--- config.mk ---
export PLATFORM = sky130hd
export DESIGN_NAME = seg_595_capture
export DESIGN_NICKNAME = d
export VERILOG_FILES = /design/src/rtl/seg_595_capture.sv
export SDC_FILE = /design/constraint.sdc
export NUM_CORES = 1
export LEC_CHECK = 0
export ABC_AREA = 1
export CAP_MARGIN = 20
export CORE_MARGIN = 1.5
export CORE_UTILIZATION = 48
export CTS_BUF_LIST = sky130_fd_sc_hd__clkbuf_16
export CTS_CLUSTER_SIZE = 28
export DETAILED_ROUTE_END_ITERATION = 6
export GPL_TIMING_DRIVEN = 0
export HOLD_SLACK_MARGIN = 0.06
export PLACE_DENSITY_LB_ADDON = 0.05
export SYNTH_ARGS = -nofsm -noshare
export SYNTH_HDL_FRONTEND = slang
export SYNTH_SLANG_ARGS = --single-unit
export TNS_END_PERCENT = 100
--- constraint.sdc ---
create_clock -name sys_clk -period 1.7 [get_ports sys_clk]
set_input_delay 0.34 -clock sys_clk [delete_from_list [all_inputs] [get_ports sys_clk]]
set_output_delay 0.34 -clock sys_clk [all_outputs]
set_load 0.05 [all_outputs]
--- src/rtl/seg_595_capture.sv ---
// Snoops a 74HC595 seven-segment driver bus (ds/shcp/stcp/oe) and
// rebuilds the latched segment/select words and the six displayed digits.
module seg_595_capture #(
    parameter int WORD_BITS   = 14,
    parameter int SYNC_STAGES = 2
) (
    input  logic        sys_clk,
    input  logic        sys_rst_n,
    input  logic        ds,
    input  logic        shcp,
    input  logic        stcp,
    input  logic        oe,
    output logic [7:0]  seg_word,
    output logic [5:0]  sel_word,
    output logic        word_valid,
    output logic        frame_err,
    output logic [23:0] digits,
    output logic [5:0]  points,
    output logic        frame_done,
    output logic        dec_err
);

    localparam int CW = $clog2(WORD_BITS + 2);
    localparam logic [CW-1:0] CNT_FULL = CW'(WORD_BITS);
    localparam logic [CW-1:0] CNT_SAT  = CW'(WORD_BITS + 1);

    logic [SYNC_STAGES-1:0] ds_q;
    logic [SYNC_STAGES-1:0] shcp_q;
    logic [SYNC_STAGES-1:0] stcp_q;
    logic [SYNC_STAGES-1:0] oe_q;
    logic                   shcp_d;
    logic                   stcp_d;

    logic                   ds_s;
    logic                   shcp_s;
    logic                   stcp_s;
    logic                   oe_s;
    logic                   shift_rise;
    logic                   latch_rise;

    logic [WORD_BITS-1:0]   sr;
    logic [WORD_BITS-1:0]   sr_eff;
    logic [CW-1:0]          cnt;
    logic [CW-1:0]          cnt_eff;
    logic                   good_word;
    logic                   bad_word;

    logic                   upd;
    logic [5:0]             seen;
    logic [5:0]             seen_base;
    logic [5:0]             sel_m1;
    logic                   one_hot;
    logic [3:0]             code;

    assign ds_s   = ds_q[SYNC_STAGES-1];
    assign shcp_s = shcp_q[SYNC_STAGES-1];
    assign stcp_s = stcp_q[SYNC_STAGES-1];
    assign oe_s   = oe_q[SYNC_STAGES-1];

    assign shift_rise = shcp_s & ~shcp_d;
    assign latch_rise = stcp_s & ~stcp_d;

    always_ff @(posedge sys_clk or negedge sys_rst_n) begin
        if (!sys_rst_n) begin
            ds_q   <= '0;
            shcp_q <= '0;
            stcp_q <= '0;
            oe_q   <= '0;
            shcp_d <= 1'b0;
            stcp_d <= 1'b0;
        end else begin
            ds_q[0]   <= ds;
            shcp_q[0] <= shcp;
            stcp_q[0] <= stcp;
            oe_q[0]   <= oe;
            for (int i = 1; i < SYNC_STAGES; i++) begin
                ds_q[i]   <= ds_q[i-1];
                shcp_q[i] <= shcp_q[i-1];
                stcp_q[i] <= stcp_q[i-1];
                oe_q[i]   <= oe_q[i-1];
            end
            shcp_d <= shcp_s;
            stcp_d <= stcp_s;
        end
    end

    // A shift landing in the same cycle as the latch is folded in first.
    always_comb begin
        sr_eff  = sr;
        cnt_eff = cnt;
        if (shift_rise) begin
            sr_eff  = {sr[WORD_BITS-2:0], ds_s};
            cnt_eff = (cnt == CNT_SAT) ? cnt : cnt + 1'b1;
        end
    end

    assign good_word = latch_rise & ~oe_s & (cnt_eff == CNT_FULL);
    assign bad_word  = latch_rise & ~oe_s & (cnt_eff != CNT_FULL);

    always_ff @(posedge sys_clk or negedge sys_rst_n) begin
        if (!sys_rst_n) begin
            sr        <= '0;
            cnt       <= '0;
            upd       <= 1'b0;
            frame_err <= 1'b0;
            seg_word  <= 8'hFF;
            sel_word  <= 6'd0;
        end else begin
            sr        <= sr_eff;
            cnt       <= latch_rise ? '0 : cnt_eff;
            upd       <= good_word;
            frame_err <= bad_word;
            if (good_word) begin
                seg_word <= sr_eff[13:6];
                sel_word <= sr_eff[5:0];
            end
        end
    end

    always_comb begin
        code = 4'hE;
        case (seg_word[6:0])
            7'h40:   code = 4'h0;
            7'h79:   code = 4'h1;
            7'h24:   code = 4'h2;
            7'h30:   code = 4'h3;
            7'h19:   code = 4'h4;
            7'h12:   code = 4'h5;
            7'h02:   code = 4'h6;
            7'h78:   code = 4'h7;
            7'h00:   code = 4'h8;
            7'h10:   code = 4'h9;
            7'h7F:   code = 4'hF;
            7'h3F:   code = 4'hA;
            default: code = 4'hE;
        endcase
    end

    assign sel_m1    = sel_word - 6'd1;
    assign one_hot   = (sel_word != 6'd0) && ((sel_word & sel_m1) == 6'd0);
    assign seen_base = (seen == 6'h3F) ? 6'd0 : seen;

    always_ff @(posedge sys_clk or negedge sys_rst_n) begin
        if (!sys_rst_n) begin
            word_valid <= 1'b0;
            frame_done <= 1'b0;
            dec_err    <= 1'b0;
            seen       <= 6'd0;
            digits     <= 24'hFFFFFF;
            points     <= 6'd0;
        end else begin
            word_valid <= upd;
            frame_done <= (seen == 6'h3F);
            seen       <= (upd && one_hot) ? (seen_base | sel_word) : seen_base;
            if (upd) begin
                if (one_hot) begin
                    for (int i = 0; i < 6; i++) begin
                        if (sel_word[i]) begin
                            digits[4*i +: 4] <= code;
                            points[i]        <= ~seg_word[7];
                        end
                    end
                    if (code == 4'hE) dec_err <= 1'b1;
                end else begin
                    dec_err <= 1'b1;
                end
            end
        end
    end

endmodule
==> flow_summary_export.csv, run 1 <==
group,metric,value,unit
setup_path,critPathLaunch,"cnt[0]$_DFF_PN0_",
synth,syn_nets,424,
setup_path,startpoint_type,"register",
place,portBuffers,53,
pwr,leakagePower,2.426,nW
place,gp_congestion,0.8730,
sta,maxSlewViolCount,0,
cells_and_area,drive_gt1_share,31.26,%
route,initialDrtViolationCount,150,
setup_path,critical_path_class,"reg2reg",
sta,setup_violations,0,
sta,min_period,1.693,ns
setup_path,end_kind,"register",
hold_path,hold_depth,0,
route,firstDrtPassIters,4,
setup_path,crit_top_cell,"nand2_2",
cells_and_area,diodes,0,
route,vias_per_cell,4.891,
setup_path,worstPathArrival,1.91,ns
floorplan,die_w,89.27,µm
floorplan,die_area,7968,µm²
clocking,htreeDepth,3,
route,vias,2925,
setup_path,crit_path_cell_trace,"ha_2 -> nand2_2 -> inv_2 -> nand2_4 -> nand2_4 -> nand2_2 -> nand2_2 -> nand2_4 -> nor2_8 -> nand2_8 -> buf_8 -> nand2_2 -> nand2_1",
hold_path,worstHoldStart,"stcp_q[0]$_DFF_PN0_",
sta,rsz0062_at_grt,"yes",
synth,yosys_warnings,0,
clocking,cts-root-buf,"clkbuf_16",
hold_path,whs_endpoint,"stcp_q[1]$_DFF_PN0_",
global_route,grt_pass1_wl,12850,µm
synth,avgSynthCellArea,8.566,µm²
pwr,p_clk_share,44.2,%
route,route.detailed.drc,0,
setup_path,r2r_start,"cnt[0]$_DFF_PN0_",
synth,ys_top_cells_by_area,"dfrtp_1, dfstp_2, nand2_1",
clocking,cts_tree,"yes",
synth,ys_seq_area_share,59.26,%
clocking,cts_sinks,83,
synth,synth_most_common_cell,"nand2_1",
place,dp_cells,570,
global_route,grt_overflow,0,
route,wl_per_cell,13.45,µm
synth,synth_cell_type_count,23,
sta,finalCritPeriodShare,99.58,%
sta,slew_headroom,59.05,%
floorplan,fp-row-count,31,
pwr,internal_power,3.273,mW
synth,async_reset_ff_share,100.0,%
setup_path,rr_worst_depth,13,
floorplan,io_pins,54,
place,dpl_cell_area,4252,µm²
global_route,grt_usage,21.55,%
global_route,antenna_found_initial,0,
sta,setup_slack,0.007206,ns
clocking,clock_latency,0.33,ns
sta,max_freq,590.7,MHz
pwr,seqPwrFrac,50.0,%
floorplan,die_h,89.27,µm
cells_and_area,final_util,65.63,%
setup_path,max_stage_delay,0.37,ns
sta,fin_skew,0.007632,ns
cells_and_area,nNetsFinal,501,
hold_path,hp-class,"reg2reg",
floorplan,initial_core_util,49.51,%
place,dpl_worst_slack,-0.1043,ns
route,drtAntennaViolNets,0,
setup_path,required,1.92,ns
setup_path,crit_path_top_delay_cell,"dfrtp_1",
synth,synth_ff_type,"dfrtp_1",
pwr,switching_share,22.47,%
setup_path,worstPathMaxFanout,7,
sta,tightest_slew,0.6142,ns
synth,synth_top_cell_by_area,"dfrtp_1",
pwr,power_density,891.6,nW/µm²
outcome,status,"complete, no violations",
cells_and_area,area.growth.synth_to_final,32.54,%
synth,postSynthCellCount,417,
synth,synthTopCellsByCount,"nand2_1, dfrtp_1, dfstp_2",
route,drt-total-wl,8043,µm
clocking,path_clk_slew,0.06,ns
synth,syn_area,3572,µm²
cells_and_area,final_area,4735,µm²
setup_path,reg2reg_slack,0.007,ns
sta,setup_tns,0,ns
clocking,cts_buffer_depth,2,
global_route,grt_pass1_vias,2688,
sta,hold_viol_final,0,
pwr,combPwrFrac,5.9,%
floorplan,core_area,7214,µm²
synth,ys_seq_elements,83,
synth,synth-edff-count,0,
clocking,cts_buffers,9,
cells_and_area,final_cells,598,
global_route,grt_max_degree,61,
pwr,p_sw,948.4,µW
setup_path,r2r-end,"sel_word[4]$_DFFE_PN0P_",
job,cap_viol_max_count,0,
pwr,peakVddDrop,0.5705,mV
cells_and_area,fill_cells,629,
place,dp.final_hpwl,5136,µm
synth,yosysTopAreaCellShare,35.73,%
cells by family (layout without fill, tap and decap cells):
logic type      count (synthesis)  in the layout  share of synthesized area, %
flops                          83             83                         59.26
simple gates                  269            269                         32.15
buf+inv                        42            124                         4.938
compound gates                 22             22                         3.292
fa+ha+maj                       1              1                        0.3502
layout by cell type, fill, tap and decap left out, types with 2 or more instances in the layout:
cell type,synthesis,final
nand3_4,0,6
clkbuf_16,0,10
buf_4,0,10
dfrtp_1,51,48
nor2_1,23,19
dlygate4sd2_1,0,11
clkdlybuf4s50_1,0,4
nor2_4,0,2
nand2_2,5,17
inv_2,6,7
a21oi_1,4,4
buf_2,3,4
dfrtp_2,0,3
o21ai_0,9,8
nand2_4,1,7
o21ai_2,2,3
clkinv_1,6,7
clkinvlp_4,0,2
nor3_1,2,2
nand3_1,26,25
nor2_2,3,5
clkbuf_2,0,21
nor2_8,2,2
o21ai_1,7,7
clkdlybuf4s15_2,0,14
dfstp_2,32,32
nand2_1,199,180
inv_1,25,25
worst max-delay path by stage:
stage                         endpoint  depth (start not counted)
3_3_place_gp         seen[1]$_DFF_PN0_                          1
6_report       sel_word[4]$_DFFE_PN0P_                         13
2_1_floorplan  sel_word[4]$_DFFE_PN0P_                         12
3_5_place_dp               seg_word[7]                          1
4_1_cts                     digits[16]                          1
5_1_grt        sel_word[4]$_DFFE_PN0P_                         13
power by group through the flow:
stage | Clock, mW | Sequential, mW | Combinational [mW]
finish | 1.86 | 2.11 | 0.248
CTS | 1.88 | 2.11 | 0.220
global route | 1.98 | 2.12 | 0.282
global placement | 0 | 2.14 | 0.192
floorplan | 0 | 2.13 | 0.114
detailed placement | 0 | 2.14 | 0.206
per-layer routing:
| layer | up-vias | routed length [µm] | global-route usage (%) |
|---|---|---|---|
| li1 | 1448 | - | - |
| met1 | 1407 | 3725 | 29.44 |
| met2 | 56 | 3842 | 33.42 |
| met3 | 14 | 332 | 5.078 |
| met4 | 0 | 144 | 8.671 |
| met5 | - | 0 | 0 |
cell type report:
type	count	area (µm²)	area share [%]
plain buffers	5	41.29	0.8721
clock buffers	9	225.2	4.757
clock inverters	7	61.31	1.295
inverters	37	143.9	3.039
multi-input cells	292	1446	30.55
flip-flops and latches	83	2121	44.79
well taps	99	123.9	2.616
repair buffers	66	571.8	12.08
timing repair:
item	4_1_cts	5_1_grt
setup endpoints to repair	73	65
setup buffers	3	7
gates resized for setup	103	73
hold endpoints to repair	21	0
pin swaps	1	13
hold buffers	1	0
cloned	0	1
state kept, by name (all words and copies together) (netlist names):
name        flops
oe_q            2
word_valid      1
shcp_d          1
sr             14
stcp_q          2
seen            6
frame_done      1
sel_word        6
seg_word        8
dec_err         1
stcp_d          1
ds_q            2
shcp_q          2
digits         24
frame_err       1
upd             1
points          6
cnt             4
worst max-delay path: cells and delay by family, from the launching register on:
| family | cells | cell delay [ns] |
|---|---|---|
| simple gates | 10 | 0.78 |
| buf+inv | 2 | 0.22 |
| flops | 1 | 0.37 |
| fa+ha+maj | 1 | 0.21 |
through the flow:
stage	hold WS (ns)	total power [mW]
floorplan	0.04441	2.248
global placement	0.3326	2.330
detailed placement	0.2663	2.347
CTS	0.3487	4.208
global route	0.3495	4.381
finish	0.3467	4.221
Note: power is estimated with default switching activity, not from simulation.
==> run 2, diff against run 1 <==
--- a/config.mk
+++ b/config.mk
@@ -15,6 +15,7 @@
 export GPL_TIMING_DRIVEN = 0
 export HOLD_SLACK_MARGIN = 0.06
 export PLACE_DENSITY_LB_ADDON = 0.05
+export SKIP_CTS_REPAIR_TIMING = 1
 export SYNTH_ARGS = -nofsm -noshare
 export SYNTH_HDL_FRONTEND = slang
 export SYNTH_SLANG_ARGS = --single-unit
==> run 2 against run 1 <==
Compared with the run above:
- the flow now finishes with violations (setup timing)
- critical path type unchanged
- final cell count rose by 0.84%
- total power down 0.13%
- sequential cell count did not move
- sequential power hardly changed
- clock skew shrank 0.00080 ns
- critical path depth unchanged
- sequential share of layout area fell by 2.1 points
- core utilization grew 3.1 points
- maximum frequency is 1.4% lower
- via count is 0.48% higher
- register-to-register slack worse by 0.02 ns
==> flow_summary_export.csv, run 2 (synthesis results as in run 1) <==
group,metric,value,unit
cells_and_area,final_util,68.75,%
sta,setup_slack,-0.01712,ns
clocking,htreeDepth,3,
route,drt-total-wl,8105,µm
cells_and_area,largest_register_ffs,24,
route,wl_per_cell,13.44,µm
floorplan,io_pins,54,
place,dp.final_hpwl,5136,µm
clocking,cts-root-buf,"clkbuf_16",
route,firstDrtPassIters,4,
cells_and_area,reg_top3,"digits (24), sr (14), seg_word (8)",
floorplan,die_w,89.27,µm
sta,max_freq,582.4,MHz
global_route,grt_pass1_wl,12710,µm
place,dpl_cell_area,4252,µm²
global_route,grt_overflow,0,
cells_and_area,multi_input_area,1471,µm²
setup_path,startpoint_type,"register",
hold_path,worstHoldStart,"stcp_q[0]$_DFF_PN0_",
hold_path,hp-class,"reg2reg",
sta,hold_viol_final,0,
clocking,cts_buffers,9,
outcome,violations,"setup timing",
route,initialDrtViolationCount,201,
setup_path,end_kind,"register",
sta,tightest_slew,0.6270,ns
global_route,grt_usage,21.27,%
setup_path,worstPathArrival,1.93,ns
global_route,antenna_found_initial,0,
floorplan,die_area,7968,µm²
setup_path,critical_path_class,"reg2reg",
clocking,cts_buffer_depth,2,
route,drtAntennaViolNets,0,
outcome,status,"finished with violations",
cells_and_area,drive_gt1_share,27.38,%
setup_path,r2r_start,"cnt[0]$_DFF_PN0_",
sta,maxSlewViolCount,0,
setup_path,required,1.92,ns
sta,finalCritPeriodShare,101.0,%
cells_and_area,nNetsFinal,506,
clocking,cts_tree,"yes",
sta,slew_headroom,58.20,%
cells_and_area,area.growth.synth_to_final,38.84,%
cells_and_area,mostFrequentLayoutCell,"nand2_1",
job,cap_viol_max_count,0,
cells_and_area,seq_area,2120,µm²
place,portBuffers,53,
sta,min_period,1.717,ns
setup_path,worstPathMaxFanout,7,
setup_path,reg2reg_slack,-0.02,ns
sta,setup_violations,2,
cells_and_area,largest-register,"digits",
global_route,grt_max_degree,61,
cells_and_area,diodes,0,
floorplan,core_area,7214,µm²
route,route.detailed.drc,0,
clocking,cts_sinks,83,
sta,fin_skew,0.006832,ns
setup_path,critPathLaunch,"cnt[0]$_DFF_PN0_",
place,gp_congestion,0.8730,
cells_and_area,fill_cells,596,
pwr,peakVddDrop,0.5454,mV
sta,fin_hold_ws,0.3465,ns
global_route,grt_pass1_vias,2671,
route,vias,2939,
route,vias_per_cell,4.874,
floorplan,fp-row-count,31,
floorplan,initial_core_util,49.51,%
clocking,path_clk_slew,0.06,ns
cells_and_area,final_area,4960,µm²
pwr,leakagePower,3.120,nW
floorplan,die_h,89.27,µm
clocking,clock_latency,0.33,ns
cells_and_area,final_cell_mix,"nand2_1, dfrtp_1, dlymetal6s2s_1",
sta,rsz0062_at_grt,"yes",
pwr,power_density,850.0,nW/µm²
==> run 2: cell types whose count changed in the layout (fill, tap and decap cells not counted), moves of 2 or more <==
cell,previous run,this run
nand2_1,180,176
dlymetal6s2s_1,0,40
nor2_1,19,17
nor2_2,5,7
clkbuf_2,21,8
clkdlybuf4s15_2,14,0
nand2_2,17,20
buf_4,10,15
dlygate4sd2_1,11,0
==> run 2: where the power goes <==
part	switching [mW]	internal, mW
clock	0.747	1.12
sequential	0.0460	2.07
combinational	0.152	0.0865
==> run 2: final timing paths <==
check | endpoint | cells past startpoint
setup reg to reg | sel_word[4]$_DFFE_PN0P_ | 13
hold reg to reg | stcp_q[1]$_DFF_PN0_ | 0
min in group asynchronous | sr[8]$_DFF_PN0_ | 2
hold / removal | stcp_q[1]$_DFF_PN0_ | 0
max in group asynchronous | digits[1]$_DFFE_PN1P_ | 3
setup / recovery | sel_word[4]$_DFFE_PN0P_ | 13
==> run 2: worst max-delay path, cell delays in order, from the launching register on <==
cell and delay [ns]:
dfrtp_1 0.39, ha_2 0.20, nand2_2 0.05, inv_2 0.08, nand2_4 0.07, nand2_4 0.07, nand2_2 0.06, nand2_2 0.09
nand2_4 0.07, nor2_8 0.18, nand2_8 0.09, buf_8 0.15, nand2_2 0.05, nand2_1 0.05
==> run 2: cell type report <==
type | instances | area share (%)
sequential | 83 | 42.73
multi-input combinational | 292 | 29.67
timing repair buffer | 71 | 15.64
clock buffer | 9 | 4.541
inverter | 37 | 2.851
tap | 99 | 2.497
clock inverter | 7 | 1.236
buffer | 5 | 0.8325
==> run 2: metrics by stage <==
| stage | instances | setup slack (ns) | TNS (ns) | power [mW] |
|---|---|---|---|---|
| after floorplan | 417 | 0.07235 | 0 | 2.248 |
| after global placement | 569 | -2.650 | -188.84 | 2.330 |
| after detailed placement | 570 | -0.1043 | -0.4565 | 2.347 |
| after CTS | 586 | -0.4591 | -13.65 | 4.196 |
| after global routing | 603 | -0.1040 | -1.614 | 4.375 |
| final | 603 | -0.01712 | -0.02051 | 4.216 |
==> run 2: routing by layer <==
metal / up-vias / track usage (%) / part of all wire (%)
met3: 15 / 5.263 / 4.5
met4: 0 / 8.671 / 2.0
met5: - / 0 / 0
li1: 1454 / - / -
met2: 66 / 32.54 / 47
met1: 1404 / 29.26 / 46
